<file path="src/rtl/conv_pkg.sv">
// conv_pkg -- shared constants and types for the conv_mac block.
//   KW   : kernel width/height (3x3 taps)
//   FW   : output frame width/height (19x19 positions)
//   CH   : channels per beat (16)
//   DW   : weight/pixel width (signed 8 bit)
//   ACCW : accumulator / result width (24 bit)
//   state_t : conv_mac control FSM states
package conv_pkg;

    localparam int KW   = 3;
    localparam int FW   = 19;
    localparam int CH   = 16;
    localparam int DW   = 8;
    localparam int ACCW = 24;

    // One w*px product is full precision; 16 of them need 4 more bits.
    localparam int PW   = 2 * DW;
    localparam int SW   = PW + 4;

    localparam int KCW  = $clog2(KW);
    localparam int FCW  = $clog2(FW);

    typedef enum logic [1:0] {
        ST_IDLE  = 2'd0,
        ST_RUN   = 2'd1,
        ST_DRAIN = 2'd2
    } state_t;

endpackage

</file>
<file path="src/rtl/conv_mac_if.sv">
// conv_mac_if -- beat input / result output bundle of conv_mac.
//   start              : one-cycle frame start pulse
//   in_valid/w_data/px_data : input beat, 16 signed 8-bit lanes each
//   out_valid/acc_out/out_X/out_Y : one finished 3x3x16 sum and its position
//   busy, finish       : frame status
//   state              : debug view of the control FSM
//
// Handshake: a beat transfers on a rising clk edge where in_valid=1 and the
// block is in RUN; there is no back-pressure, so in_valid in any other state
// is simply dropped. out_valid is a one-cycle strobe with no ready; the
// consumer must take the result in that cycle.
interface conv_mac_if;
    import conv_pkg::*;

    logic                   start;
    logic                   in_valid;
    logic [CH*DW-1:0]       w_data;
    logic [CH*DW-1:0]       px_data;
    logic                   out_valid;
    logic signed [ACCW-1:0] acc_out;
    logic [FCW-1:0]         out_X;
    logic [FCW-1:0]         out_Y;
    logic                   busy;
    logic                   finish;
    state_t                 state;

    modport master (
        output start, in_valid, w_data, px_data,
        input  out_valid, acc_out, out_X, out_Y, busy, finish, state
    );

    modport slave (
        input  start, in_valid, w_data, px_data,
        output out_valid, acc_out, out_X, out_Y, busy, finish, state
    );

endinterface

</file>
<file path="src/rtl/count_n.sv">
// count_n -- modulo-MOD up counter.
//   clk, xrst : clock, asynchronous active-low reset
//   enable    : advance by one this edge
//   q         : current count, 0..MOD-1
//   max       : q is at MOD-1 (the next enabled edge wraps to 0)
module count_n #(
    parameter int MOD = 3
) (
    input  logic                   clk,
    input  logic                   xrst,
    input  logic                   enable,
    output logic [$clog2(MOD)-1:0] q,
    output logic                   max
);

    localparam int            QW   = $clog2(MOD);
    localparam logic [QW-1:0] LAST = QW'(MOD - 1);

    assign max = (q == LAST);

    always_ff @(posedge clk or negedge xrst) begin
        if (!xrst) begin
            q <= '0;
        end else if (enable) begin
            q <= max ? '0 : q + QW'(1);
        end
    end

endmodule

</file>
<file path="src/rtl/conv_mac.sv">
// conv_mac -- 3x3x16 convolution multiply-accumulate over a 19x19 output frame.
//   clk, xrst : clock, asynchronous active-low reset
//   bus       : conv_mac_if.slave (beats in, results and status out)
//
// Beats arrive in order x (innermost), y, X, Y. Pipeline:
//   stage 1 : 16 full-precision products
//   stage 2 : 20-bit sum of the products
//   stage 3 : 24-bit accumulator over the 9 taps; the result is published
//             on the last tap, three cycles after that beat was accepted.
// Valid, first/last-tap flags and X/Y tags travel with the data, so gaps in
// in_valid only create bubbles and never disturb a partial sum.
module conv_mac
    import conv_pkg::*;
(
    input  logic      clk,
    input  logic      xrst,
    conv_mac_if.slave bus
);

    state_t state_q;
    logic   busy_q;

    logic accept;
    logic [KCW-1:0] cnt_x, cnt_y;
    logic [FCW-1:0] pos_x, pos_y;
    logic max_x, max_y, max_px, max_py;
    logic en_y, en_px, en_py, last_beat;

    assign accept    = (state_q == ST_RUN) && bus.in_valid;
    assign en_y      = accept && max_x;
    assign en_px     = en_y && max_y;
    assign en_py     = en_px && max_px;
    assign last_beat = en_py && max_py;

    // A full frame wraps every counter back to 0, and reset clears them, so
    // the chain always reads 0 when a start is honoured.
    count_n #(.MOD(KW)) u_cnt_x (
        .clk(clk), .xrst(xrst), .enable(accept), .q(cnt_x), .max(max_x)
    );
    count_n #(.MOD(KW)) u_cnt_y (
        .clk(clk), .xrst(xrst), .enable(en_y), .q(cnt_y), .max(max_y)
    );
    count_n #(.MOD(FW)) u_cnt_px (
        .clk(clk), .xrst(xrst), .enable(en_px), .q(pos_x), .max(max_px)
    );
    count_n #(.MOD(FW)) u_cnt_py (
        .clk(clk), .xrst(xrst), .enable(en_py), .q(pos_y), .max(max_py)
    );

    // ---------------- stage 1: products ----------------
    logic signed [PW-1:0] prod_d  [CH];
    logic signed [PW-1:0] s1_prod [CH];
    logic                 s1_valid, s1_first, s1_last;
    logic [FCW-1:0]       s1_x, s1_y;

    always_comb begin
        for (int c = 0; c < CH; c++) begin
            prod_d[c] = PW'($signed(bus.w_data[DW*c +: DW])) *
                        PW'($signed(bus.px_data[DW*c +: DW]));
        end
    end

    always_ff @(posedge clk or negedge xrst) begin
        if (!xrst) begin
            s1_valid <= 1'b0;
            s1_first <= 1'b0;
            s1_last  <= 1'b0;
            s1_x     <= '0;
            s1_y     <= '0;
            for (int c = 0; c < CH; c++) begin
                s1_prod[c] <= '0;
            end
        end else begin
            s1_valid <= accept;
            if (accept) begin
                for (int c = 0; c < CH; c++) begin
                    s1_prod[c] <= prod_d[c];
                end
                s1_first <= (cnt_x == '0) && (cnt_y == '0);
                s1_last  <= max_x && max_y;
                s1_x     <= pos_x;
                s1_y     <= pos_y;
            end
        end
    end

    // ---------------- stage 2: channel sum ----------------
    logic signed [SW-1:0] sum_d;
    logic signed [SW-1:0] s2_sum;
    logic                 s2_valid, s2_first, s2_last;
    logic [FCW-1:0]       s2_x, s2_y;

    always_comb begin
        sum_d = '0;
        for (int c = 0; c < CH; c++) begin
            sum_d = sum_d + SW'(s1_prod[c]);
        end
    end

    always_ff @(posedge clk or negedge xrst) begin
        if (!xrst) begin
            s2_valid <= 1'b0;
            s2_first <= 1'b0;
            s2_last  <= 1'b0;
            s2_x     <= '0;
            s2_y     <= '0;
            s2_sum   <= '0;
        end else begin
            s2_valid <= s1_valid;
            if (s1_valid) begin
                s2_sum   <= sum_d;
                s2_first <= s1_first;
                s2_last  <= s1_last;
                s2_x     <= s1_x;
                s2_y     <= s1_y;
            end
        end
    end

    // ---------------- stage 3: tap accumulator ----------------
    // 9 * 16 * 16384 fits in 24 signed bits, so no saturation is needed.
    logic signed [ACCW-1:0] acc_q, acc_next, acc_out_q;
    logic                   out_valid_q, finish_q;
    logic [FCW-1:0]         out_x_q, out_y_q;
    logic                   s2_emit;

    assign acc_next = s2_first ? ACCW'(s2_sum) : acc_q + ACCW'(s2_sum);
    assign s2_emit  = s2_valid && s2_last;

    always_ff @(posedge clk or negedge xrst) begin
        if (!xrst) begin
            acc_q       <= '0;
            acc_out_q   <= '0;
            out_x_q     <= '0;
            out_y_q     <= '0;
            out_valid_q <= 1'b0;
            finish_q    <= 1'b0;
        end else begin
            out_valid_q <= s2_emit;
            finish_q    <= s2_emit && (s2_x == FCW'(FW - 1)) && (s2_y == FCW'(FW - 1));
            if (s2_valid) begin
                acc_q <= acc_next;
            end
            // Published result fields only move on a completed sum.
            if (s2_emit) begin
                acc_out_q <= acc_next;
                out_x_q   <= s2_x;
                out_y_q   <= s2_y;
            end
        end
    end

    // ---------------- control FSM ----------------
    // DRAIN leaves on the edge after finish, so a start in the finish cycle
    // still sees DRAIN and is dropped.
    always_ff @(posedge clk or negedge xrst) begin
        if (!xrst) begin
            state_q <= ST_IDLE;
            busy_q  <= 1'b0;
        end else begin
            unique case (state_q)
                ST_IDLE: begin
                    if (bus.start) begin
                        state_q <= ST_RUN;
                        busy_q  <= 1'b1;
                    end
                end
                ST_RUN: begin
                    if (last_beat) begin
                        state_q <= ST_DRAIN;
                    end
                end
                ST_DRAIN: begin
                    if (finish_q) begin
                        state_q <= ST_IDLE;
                        busy_q  <= 1'b0;
                    end
                end
                default: begin
                    state_q <= ST_IDLE;
                    busy_q  <= 1'b0;
                end
            endcase
        end
    end

    assign bus.out_valid = out_valid_q;
    assign bus.acc_out   = acc_out_q;
    assign bus.out_X     = out_x_q;
    assign bus.out_Y     = out_y_q;
    assign bus.finish    = finish_q;
    assign bus.busy      = busy_q;
    assign bus.state     = state_q;

endmodule

</file>
<file path="src/flat_wrapper.sv">
// flat-port wrapper written by rule: the top's interface ports become plain ports
module conv_mac_flat import conv_pkg::*;
  (clk, xrst, bus_start, bus_in_valid, bus_w_data, bus_px_data, bus_out_valid, bus_acc_out, bus_out_X, bus_out_Y, bus_busy, bus_finish, bus_state);
  conv_mac_if bus_i ();
  input  logic clk;
  input  logic xrst;
  input wire logic [$bits(bus_i.start)-1:0] bus_start;
  input wire logic [$bits(bus_i.in_valid)-1:0] bus_in_valid;
  input wire logic [$bits(bus_i.w_data)-1:0] bus_w_data;
  input wire logic [$bits(bus_i.px_data)-1:0] bus_px_data;
  output wire logic [$bits(bus_i.out_valid)-1:0] bus_out_valid;
  output wire logic [$bits(bus_i.acc_out)-1:0] bus_acc_out;
  output wire logic [$bits(bus_i.out_X)-1:0] bus_out_X;
  output wire logic [$bits(bus_i.out_Y)-1:0] bus_out_Y;
  output wire logic [$bits(bus_i.busy)-1:0] bus_busy;
  output wire logic [$bits(bus_i.finish)-1:0] bus_finish;
  output wire logic [$bits(bus_i.state)-1:0] bus_state;
  assign bus_i.start = bus_start;
  assign bus_i.in_valid = bus_in_valid;
  assign bus_i.w_data = bus_w_data;
  assign bus_i.px_data = bus_px_data;
  assign bus_out_valid = bus_i.out_valid;
  assign bus_acc_out = bus_i.acc_out;
  assign bus_out_X = bus_i.out_X;
  assign bus_out_Y = bus_i.out_Y;
  assign bus_busy = bus_i.busy;
  assign bus_finish = bus_i.finish;
  assign bus_state = bus_i.state;
  conv_mac u_core (.clk(clk), .xrst(xrst), .bus(bus_i));
endmodule
</file>
<file path="config.mk">
export PLATFORM = sky130hd
export DESIGN_NAME = conv_mac_flat
export DESIGN_NICKNAME = d
export VERILOG_FILES = /design/src/rtl/conv_pkg.sv /design/src/rtl/conv_mac_if.sv /design/src/rtl/count_n.sv /design/src/rtl/conv_mac.sv /design/src/flat_wrapper.sv
export SDC_FILE = /design/constraint.sdc
export NUM_CORES = 2
export LEC_CHECK = 0
export ABC_CLOCK_PERIOD_IN_PS = 7300
export CAP_MARGIN = 20
export CORE_AREA = 2 2 294 369
export CTS_CLUSTER_DIAMETER = 80
export DETAILED_ROUTE_END_ITERATION = 6
export DIE_AREA = 0 0 296 371
export GPL_TIMING_DRIVEN = 0
export PLACE_DENSITY = 0.79
export SLEW_MARGIN = 20
export SYNTH_ARGS = -nofsm -noshare
export SYNTH_HDL_FRONTEND = slang
export SYNTH_SLANG_ARGS = --single-unit
</file>
<file path="constraint.sdc">
create_clock -name clk -period 7.3 [get_ports clk]
set_input_delay 0.73 -clock clk [delete_from_list [all_inputs] [get_ports clk]]
set_output_delay 0.73 -clock clk [all_outputs]
set_load 0.02 [all_outputs]
</file>
==> metrics.log <==
INFO  metric worst_path_largest_cell_delay = 0.54 ns
INFO  metric place_ws = -0.580 ns
INFO  metric grt_first_pass_wirelength = 248000 um
INFO  metric grt_usage = 28.6%
INFO  metric cpMostUsedCell = fa_1
INFO  metric grt_max_degree = 100
INFO  metric h-tree-depth = 2
INFO  metric number_of_antenna_violations_at_the_first_check_in_global_routing = 12
INFO  metric netlist.top_cell.by_area = fa_1
INFO  metric path_max_fanout = 4
INFO  metric layout.cells.most_common = inv_1
INFO  metric startpoint_type = flop
INFO  metric timing.max_slew.rel_slack = 17.9%
INFO  metric drcViolationCount = 1
INFO  metric synth_ff_type = dfrtp_1
INFO  metric sum_of_buffers_and_inverters_on_the_critical_path = 7
INFO  metric hold_path_depth = 0
INFO  metric drtIter0Drc = 2495
INFO  metric fin_ws = -0.174 ns
INFO  metric worst_hold_path_type = reg2reg
INFO  metric first_pass_drt_iterations = 7
INFO  metric root_buffer = clkbuf_16
INFO  metric number_of_global_route_vias_before_repair = 48400
INFO  metric ff_latch_area = 0.00948 mm2
INFO  metric synth_cell_type_count = 77
INFO  metric synthTopCellsByArea = fa_1, dfrtp_1, ha_1
INFO  metric family_of_cells_with_the_greatest_summed_delay_on_the_critical_path = adder cells
INFO  metric worstSkewPairLatency = 0.60 ns
INFO  metric criticalPathCategory = reg2reg
INFO  metric worst-path-stages = 32
INFO  metric effective_utilization_at_floorplan = 56.7%
INFO  metric globalRouteOverflowTotal = 0
INFO  metric skew = 0.0185 ns
INFO  metric row_count = 134
INFO  metric status = complete, but fails checks
INFO  metric ys.warnings.count = 0
INFO  metric post_drt_wl_per_cell = 18.3 um
INFO  metric rsz0062_at_grt = true
INFO  metric synth-seq-area-share = 15.7%
INFO  metric cp_data_arrival_time = 7.95 ns
INFO  metric timing.reg2reg.worst_path_depth = 32
INFO  metric finalNetCount = 8627
INFO  metric critPathCaptureType = flop
INFO  metric fmax = 134 MHz
INFO  metric core_area = 0.106 mm2
INFO  metric die_height = 371 um
INFO  metric clock-sinks = 379
INFO  metric timing_hold_violations_final = 0
INFO  metric slew_viol_final = 0
INFO  metric portBuffers = 283
INFO  metric place_congestion = 0.935
INFO  metric synth.avg_cell_area = 9.45 um2
INFO  metric critical_path.slowest_cell = fa_1
INFO  metric antenna_violating_nets_post_route = 0
INFO  metric syn2layout_area_growth = 11.2%
INFO  metric synth-seq-cells = 379
INFO  metric layout.filler_cells = 8563
INFO  metric detailroute.via_count = 44400
INFO  metric die_w = 296 um
INFO  metric cap_viol_max_count = 0
INFO  metric multiInputGateArea = 0.0460 mm2
INFO  metric failed_checks = DRC, setup timing
INFO  metric boundaryPins = 299
INFO  metric die-area = 0.110 mm2
INFO  metric post-route-period-util = 102%
INFO  metric cts.path.max_buffers = 3
INFO  metric netlist.area_leader.share = 36.5%
INFO  metric tightestPinTransition = 1.23 ns
INFO  metric synthesis.area = 0.0603 mm2
INFO  metric clock_pin_slew_on_the_worst_setup_and_hold_paths = 0.07 ns
INFO  metric most_frequent_cells_in_the_layout = inv_1, fa_1, nand2_1
INFO  metric required = 7.78 ns
INFO  metric synthArstFlopShare = 100%
INFO  metric syn_inst = 6385
INFO  metric synth_edf_count = 0
INFO  metric period_needed = 7.47 ns
INFO  metric post_route_cells_drive_above_1_share = 3.37%
INFO  metric average_via_count_per_standard_cell = 5.41
INFO  metric place.detailed.hpwl = 127000 um
INFO  metric cts_buffers = 42
INFO  metric totalWireLength = 150000 um
INFO  metric post_synth_net_total = 8279
INFO  metric setup-violations-final = 7
INFO  metric tritoncts = yes
## worst register-to-register path, delay by kind of cell, from the launching register on
kind | cells | cell delay, ns
compound gates | 10 | 1.43
xor+xnor | 2 | 0.36
fa+ha+maj | 10 | 4.17
buf+inv | 7 | 0.42
flops | 1 | 0.36
mux | 1 | 0.28
simple gates | 2 | 0.36
## state kept, by name (all words and copies together), names as in the netlist, 20 cells and up
register,flops
u_core.acc_q,24
u_core.s2_sum,20
u_core.bus.acc_out,24
u_core.s1_prod,256
## Yosys cell counts, types with 3 or more instances
| library cell | count |
|---|---|
| a31oi_1 | 13 |
| o31ai_1 | 53 |
| ha_1 | 533 |
| dfrtp_1 | 379 |
| a21boi_0 | 20 |
| inv_1 | 1282 |
| xnor2_1 | 207 |
| fa_1 | 1101 |
| nor2_1 | 158 |
| o211a_1 | 3 |
| a21oi_1 | 154 |
| buf_2 | 4 |
| nor2b_1 | 50 |
| o21a_1 | 68 |
| a211oi_1 | 41 |
| buf_1 | 4 |
| o21ai_0 | 306 |
| or2_2 | 16 |
| o21bai_1 | 8 |
| and2_1 | 587 |
| mux2i_1 | 6 |
| xor2_1 | 71 |
| o211ai_1 | 23 |
| nand2b_1 | 158 |
| nor3_1 | 49 |
| nand2_1 | 843 |
| buf_4 | 3 |
| mux2_2 | 33 |
| nand4_1 | 8 |
| a21o_1 | 21 |
| and3_1 | 17 |
| clkbuf_1 | 85 |
| nand3_1 | 28 |
| o22ai_1 | 3 |
## logic make-up after synthesis
kind of cell	after synthesis	share of synthesized area, %
adder cells (fa/ha/maj)	1634	47.6
multiplexers	39	0.716
flip-flops	379	15.7
AO/OA/AOI/OAI	742	7.51
XOR/XNOR	278	4.04
buffers and inverters	1380	8.62
AND/OR/NAND/NOR	1933	15.8
## area by class of cell
class                      count  share of cell area (%)
buffer                        96                   0.563
timing repair buffer         304                    4.60
multi-input combinational   4626                    68.5
clock buffer                  49                    1.67
clock inverter                28                   0.619
antenna                       11                  0.0410
tap                         1428                    2.66
sequential                   379                    14.1
inverter                    1284                    7.18
## what timing repair did
action / CTS / global route
endpoints found under the setup margin: 10 / 10
hold endpoints to repair: 26 / 0
hold buffers: 1 / 0
pin swaps: 33 / 32
resized for setup: 49 / 33
setup buffers: 12 / 6
## per-stage QoR
step / TNS (ns) / instance area, um2 / utilization (%) / hold WS [ns] / std cells
floorplan: 0 / 60300 / - / 0.352 / 6385
global placement: -4313.32 / 64900 / 61.1 / 0.358 / 8096
detailed placement: -2.24 / 65000 / 61.2 / 0.359 / 8100
CTS: -0.164 / 66900 / 62.9 / 0.375 / 8189
global route: -1.90 / 67100 / 63.1 / 0.395 / 8205
finish: -0.398 / 67100 / 63.1 / 0.373 / 8205
## worst paths after layout
path                                          end  slack (ns)                start
min                               u_core.s2_valid        0.37      u_core.s1_valid
min in group asynchronous  u_core.bus.acc_out[22]        0.59                 xrst
max reg2reg                     u_core.s2_sum[19]       -0.17  u_core.s1_prod[225]
max                             u_core.s2_sum[19]       -0.17  u_core.s1_prod[225]
max in group asynchronous      u_core.s1_prod[61]        5.11                 xrst
min reg2reg                       u_core.s2_valid        0.37      u_core.s1_valid
## layer usage
metal | share of wire, % | track usage (%)
met1 | 37 | 34.1
met2 | 52 | 50.6
met3 | 4.7 | 3.04
met4 | 6.3 | 15.5
met5 | 0.0093 | 0
Power is not shown: default switching activity piles up to over one toggle a cycle in this logic, so the estimate is an artifact.
